`src/rtl/eei.sv`:
```
// Shared execution-environment definitions for the mul/div issue front end:
// operand width, M-extension funct3 encodings and the issue FSM state type.
package eei;

    localparam int unsigned XLEN = 64;

    typedef logic [XLEN-1:0] UIntX;

    localparam logic [2:0] MUL    = 3'b000;
    localparam logic [2:0] MULH   = 3'b001;
    localparam logic [2:0] MULHSU = 3'b010;
    localparam logic [2:0] MULHU  = 3'b011;
    localparam logic [2:0] DIV    = 3'b100;
    localparam logic [2:0] DIVU   = 3'b101;
    localparam logic [2:0] REM    = 3'b110;
    localparam logic [2:0] REMU   = 3'b111;

    typedef enum logic [2:0] {
        IDLE  = 3'd0,
        ISSUE = 3'd1,
        WAIT  = 3'd2,
        DRAIN = 3'd3,
        DONE  = 3'd4
    } md_state_t;

endpackage

```
`src/rtl/muldiv_reuse_cache.sv`:
```
// Single-entry last-result store for the mul/div issue front end.
// Only built when MULDIV_REUSE_EN is defined; the default build has no cache.
`ifdef MULDIV_REUSE_EN
module muldiv_reuse_cache #(
    parameter int unsigned XLEN = eei::XLEN
) (
    input  logic            clk,
    input  logic            rst,
    input  logic            wr_en,
    input  logic [2:0]      wr_funct3,
    input  logic            wr_is_op32,
    input  logic [XLEN-1:0] wr_op1,
    input  logic [XLEN-1:0] wr_op2,
    input  logic [XLEN-1:0] wr_result,
    input  logic [2:0]      lk_funct3,
    input  logic            lk_is_op32,
    input  logic [XLEN-1:0] lk_op1,
    input  logic [XLEN-1:0] lk_op2,
    output logic            hit,
    output logic [XLEN-1:0] hit_result
);

    logic            vld;
    logic [2:0]      funct3_q;
    logic            is_op32_q;
    logic [XLEN-1:0] op1_q;
    logic [XLEN-1:0] op2_q;
    logic [XLEN-1:0] result_q;

    // Entry is overwritten by every completed result; only reset invalidates it.
    always_ff @(posedge clk) begin
        if (!rst) begin
            vld       <= 1'b0;
            funct3_q  <= '0;
            is_op32_q <= 1'b0;
            op1_q     <= '0;
            op2_q     <= '0;
            result_q  <= '0;
        end else if (wr_en) begin
            vld       <= 1'b1;
            funct3_q  <= wr_funct3;
            is_op32_q <= wr_is_op32;
            op1_q     <= wr_op1;
            op2_q     <= wr_op2;
            result_q  <= wr_result;
        end
    end

    assign hit = vld && (lk_funct3 == funct3_q) && (lk_is_op32 == is_op32_q) &&
                 (lk_op1 == op1_q) && (lk_op2 == op2_q);
    assign hit_result = result_q;

endmodule
`endif

```
`src/rtl/muldiv_issue.sv`:
```
// Execute-stage front end for the iterative mul/div unit: captures one
// M-extension op, issues it over valid/ready, waits for the rvalid pulse and
// presents a one-cycle writeback beat. Flush while busy drains the unit.
// Optional feature macro: MULDIV_REUSE_EN (last-result reuse cache).
module muldiv_issue #(
    parameter int unsigned XLEN     = eei::XLEN,
    parameter int unsigned RD_WIDTH = 5
) (
    input  logic                clk,
    input  logic                rst,
    input  logic                ex_valid,
    input  logic                ex_is_muldiv,
    input  logic [2:0]          ex_funct3,
    input  logic                ex_is_op32,
    input  logic [XLEN-1:0]     ex_op1,
    input  logic [XLEN-1:0]     ex_op2,
    input  logic [RD_WIDTH-1:0] ex_rd,
    input  logic                flush,
    output logic                stall,
    output logic                md_valid,
    input  logic                md_ready,
    output logic [2:0]          md_funct3,
    output logic                md_is_op32,
    output logic [XLEN-1:0]     md_op1,
    output logic [XLEN-1:0]     md_op2,
    input  logic                md_rvalid,
    input  logic [XLEN-1:0]     md_result,
    output logic                wb_valid,
    output logic [RD_WIDTH-1:0] wb_rd,
    output logic [XLEN-1:0]     wb_data
);
    import eei::*;

    md_state_t           state;
    logic                req;
    logic [2:0]          funct3_q;
    logic                is_op32_q;
    logic [XLEN-1:0]     op1_q;
    logic [XLEN-1:0]     op2_q;
    logic [RD_WIDTH-1:0] rd_q;
    logic [RD_WIDTH-1:0] wb_rd_q;
    logic [XLEN-1:0]     result_q;
    logic                hit;
    logic [XLEN-1:0]     hit_result;

    assign req   = ex_valid && ex_is_muldiv && !flush;
    assign stall = req && (state != DONE);

    assign md_valid   = (state == ISSUE) && !flush;
    assign md_funct3  = funct3_q;
    assign md_is_op32 = is_op32_q;
    assign md_op1     = op1_q;
    assign md_op2     = op2_q;

    assign wb_valid = (state == DONE) && !flush;
    assign wb_rd    = wb_rd_q;
    assign wb_data  = result_q;

`ifdef MULDIV_REUSE_EN
    logic cache_wr;

    assign cache_wr = (state == WAIT) && md_rvalid && !flush;

    muldiv_reuse_cache #(
        .XLEN (XLEN)
    ) u_cache (
        .clk        (clk),
        .rst        (rst),
        .wr_en      (cache_wr),
        .wr_funct3  (funct3_q),
        .wr_is_op32 (is_op32_q),
        .wr_op1     (op1_q),
        .wr_op2     (op2_q),
        .wr_result  (md_result),
        .lk_funct3  (ex_funct3),
        .lk_is_op32 (ex_is_op32),
        .lk_op1     (ex_op1),
        .lk_op2     (ex_op2),
        .hit        (hit),
        .hit_result (hit_result)
    );
`else
    assign hit        = 1'b0;
    assign hit_result = '0;
`endif

    // Issue FSM plus capture/result registers. wb_rd has its own register,
    // loaded only on entry to DONE, so it holds while the next op is captured.
    always_ff @(posedge clk) begin
        if (!rst) begin
            state     <= IDLE;
            funct3_q  <= '0;
            is_op32_q <= 1'b0;
            op1_q     <= '0;
            op2_q     <= '0;
            rd_q      <= '0;
            wb_rd_q   <= '0;
            result_q  <= '0;
        end else begin
            case (state)
                IDLE: begin
                    if (req) begin
                        funct3_q  <= ex_funct3;
                        is_op32_q <= ex_is_op32;
                        op1_q     <= ex_op1;
                        op2_q     <= ex_op2;
                        rd_q      <= ex_rd;
                        if (hit) begin
                            wb_rd_q  <= ex_rd;
                            result_q <= hit_result;
                            state    <= DONE;
                        end else begin
                            state <= ISSUE;
                        end
                    end
                end
                ISSUE: begin
                    if (flush) begin
                        state <= IDLE;
                    end else if (md_ready) begin
                        state <= WAIT;
                    end
                end
                WAIT: begin
                    if (md_rvalid) begin
                        if (!flush) begin
                            result_q <= md_result;
                            wb_rd_q  <= rd_q;
                            state    <= DONE;
                        end else begin
                            state <= IDLE;
                        end
                    end else if (flush) begin
                        state <= DRAIN;
                    end
                end
                DRAIN: begin
                    if (md_rvalid) begin
                        state <= IDLE;
                    end
                end
                DONE: begin
                    state <= IDLE;
                end
                default: begin
                    state <= IDLE;
                end
            endcase
        end
    end

endmodule

```
`config.mk`:
```
export PLATFORM = sky130hd
export DESIGN_NAME = muldiv_issue
export DESIGN_NICKNAME = d
export VERILOG_FILES = /design/src/rtl/eei.sv /design/src/rtl/muldiv_reuse_cache.sv /design/src/rtl/muldiv_issue.sv
export SDC_FILE = /design/constraint.sdc
export NUM_CORES = 1
export LEC_CHECK = 0
export CAP_MARGIN = 10
export CORE_AREA = 2 2 160 162
export CTS_CLUSTER_DIAMETER = 100
export DETAILED_ROUTE_END_ITERATION = 6
export DIE_AREA = 0 0 162 164
export HOLD_SLACK_MARGIN = 0.1
export PLACE_DENSITY = 0.73
export SYNTH_ARGS = -nofsm -noshare
export SYNTH_HDL_FRONTEND = slang
export SYNTH_SLANG_ARGS = --single-unit
```
`constraint.sdc`:
```
create_clock -name clk -period 2.9 [get_ports clk]
set_input_delay 0.435 -clock clk [delete_from_list [all_inputs] [get_ports clk]]
set_output_delay 0.435 -clock clk [all_outputs]
set_load 0.03 [all_outputs]
```
==> results of run 1 <==
-- worst max-delay path, delay by kind of cell (launching register included) --
family | cells | cell delay, ps
and+or+nand+nor | 3 | 370
buffers and inverters | 2 | 950
DFF | 1 | 520
-- report_power, final --
part,internal [mW],leakage (nW),switching [mW]
registers,3.00,1.69,0.0763
clock network,1.60,0.347,1.11
logic,0.597,2.38,0.602
total,5.19,4.42,1.79
-- routing by layer --
metal | wire [um] | track usage [%] | vias to the layer above
li1 | - | - | 3711
met1 | 9833 | 19.76 | 3369
met2 | 11510 | 30.21 | 284
met3 | 2206 | 5.758 | 56
met4 | 856 | 6.758 | 0
met5 | 0 | 0 | -
-- layout make-up --
class	count	area, um2
clock buffers	33	673.1
multi-input cells	645	3282
flip-flops and latches	209	4184
clock inverters	4	23.77
fillers	2318	11980
well taps	330	412.9
inverters	1	3.754
repair buffers	420	4264
-- state kept, by name, summed over array words and instances, names as in the netlist --
register / cells
md_op1: 64
md_op2: 64
wb_data: 64
rd_q: 5
wb_rd: 5
md_funct3: 3
state: 3
md_is_op32: 1
-- layout by cell type (no fill, tap or decap) --
cell type,count
mux2i_1,3
clkdlybuf4s50_1,409
clkinv_2,3
nor2_1,3
or4_4,1
or3_1,1
nor4_2,1
a211o_1,1
clkinv_4,1
nand3_1,1
o311ai_0,1
buf_12,7
inv_1,1
o21ai_0,1
dfxtp_1,209
buf_4,4
clkbuf_8,6
a21boi_0,68
nor4_4,1
a21boi_1,138
nand2_1,417
clkbuf_16,23
nor3_1,3
and2_1,1
nand3b_1,1
clkbuf_1,4
or4_2,1
nand2b_1,1
or2_1,1
-- worst paths after layout --
path,cells after the start,slack [ps],from,end
max,5,140,state[0],stall
max reg2reg,6,1000,state[1],md_op2[63]
min reg2reg,2,450,rd_q[4],wb_rd[4]
min,2,450,rd_q[4],wb_rd[4]
-- metrics by stage --
step	cells	utilization (%)	hold slack, ps	setup WS (ps)	total power [mW]
after floorplan	925	-	431.0	1114	3.752
after global placement	1605	48.94	437.3	329.7	4.327
after detailed placement	1605	48.94	444.8	288.7	4.342
after CTS	1642	51.75	452.8	103.9	7.086
after global routing	1642	51.75	464.6	18.35	7.297
final	1642	51.75	448.7	136.1	6.978
-- cell families (layout without fill, tap and decap cells) --
group                  Yosys count  count (layout)
AO/OA/AOI/OAI                  209             209
buffers and inverters           71             458
flip-flops                     209             209
multiplexers                     3               3
AND/OR/NAND/NOR                433             433
==> impl_metrics.tcl, run 1 <==
set metrics [dict create \
    start_util_pct 31.66 \
    yosys.area_share.xor_xnor_pct 0 \
    grt_pass1_vias 7067 \
    synth_mux_area_share_pct 0.3822 \
    netlist_top_cells_area "dfxtp_1, nand2_1, a21boi_1" \
    placed_cell_area_um2 12150 \
    track_usage_pct 17.38 \
    clk_latency_ps 490 \
    vias 7420 \
    die_area_um2 26570 \
    ys.flop_type "dfxtp_1" \
    place_hpwl_mm 16.90 \
    ir_worst_vdd_uv 431.4 \
    clockBufferDepth 3 \
    final_layout_size_suffix_gt1_share_pct 3.659 \
    cts_tree "built" \
    ys_seq_elements 209 \
    slew_headroom_pct 44.39 \
    synth.top_cell.area_share_pct 53.25 \
    synth_edf_count 0 \
    vias_per_cell 4.519 \
    area_growth_pct 63.46 \
    clk_pin_slew_ps 60 \
    avgSynthCellArea_um2 8.495 \
    drc 0 \
    clock_skew_ps 7.691 \
    firstDrtPassIters 4 \
    worstSetupPathType "flip-flop to output port" \
    yosysMostFrequentCell "nand2_1" \
    numClockSinks 209 \
    grt_antenna_before_repair 0 \
    grt_pass1_wl_mm 37.46 \
    maxSlewViolCount 0 \
    powerDensity_nw_per_um2 543.3 \
    io_pins 412 \
    wl_mm 24.41 \
    coreArea_um2 24820 \
    ant_nets 0 \
    routabilityCongestion 0.7870 \
    seq_area_frac_synth_pct 53.25 \
    outcome "finished, final reports clean" \
    crit_arrival_ps 2330 \
    setup_viol 0 \
    synth-async-reset-ratio_pct 0 \
    drv_cap 0 \
    finalCritPeriodShare_pct 95.31 \
    htree_num_levels 1 \
    endpoint_kind "output port" \
    slowest_stage "clkdlybuf4s50_1" \
    grt-ovfl-total 0 \
    fmax_mhz 361.8 \
    hold_viol_final 0 \
    synth_top_family_by_area "simple AND/OR/NAND/NOR gates" \
    p_leak_nw 4.415 \
    cts_hold_buf 0 \
    postCtsSetupRepairBufs 0 \
    rsz0062_at_grt "no" \
    worst_pin_slew_ps 834.2 \
    cp-start-kind "flip-flop" \
    grt_max_degree 212 \
    synthSimpleGateAreaFrac_pct 21.21 \
    fin_setup_tns_ps 0 \
    yosysTopAreaCell "dfxtp_1" \
    die_w_um 162 \
    synth_compound_gate_area_share_pct 19.97 \
    drt_iter0_drc 404 \
    netlist_top_cells_count "nand2_1, dfxtp_1, a21boi_1" \
    rows 58 \
    diodes 0 \
    synthCells 925 \
    synthesis.area_um2 7858 \
    synthesis.nets 1133 \
    ys_types 24 \
    slowest_delay_ps 800 \
    cts-resized-gates 0 \
    synth.yosys.warnings 0 \
    synth_fa_ha_area_share_pct 0 \
    worstPathMaxFanout 8 \
    hold_class "flip-flop to flip-flop" \
    period_minus_slack_ps 2764 \
    cts_buffers 23 \
    portBuffers 411 \
    crit_chain "inv_1, nand2_1, nor2_1, nor3_1, clkdlybuf4s50_1" \
    finish.instance_area_um2 12840 \
    worstPathRequired_ps 2470 \
    cts-root-buf "clkbuf_16" \
    detail_route.wl_per_cell_um 14.87 \
    die_h_um 164 \
    nets 1508 \
]
Power figures use the tool's default switching activity.
==> inputs of run 2 (changes only) <==
--- a/config.mk
+++ b/config.mk
@@ -5,7 +5,7 @@
 export SDC_FILE = /design/constraint.sdc
 export NUM_CORES = 1
 export LEC_CHECK = 0
-export CAP_MARGIN = 10
+export CAP_MARGIN = 40
 export CORE_AREA = 2 2 160 162
 export CTS_CLUSTER_DIAMETER = 100
 export DETAILED_ROUTE_END_ITERATION = 6
@@ -15,3 +15,4 @@
 export SYNTH_ARGS = -nofsm -noshare
 export SYNTH_HDL_FRONTEND = slang
 export SYNTH_SLANG_ARGS = --single-unit
+export TNS_END_PERCENT = 5
==> results of run 2 <==
Final layout, timing and power as in run 1 (identical DEF).
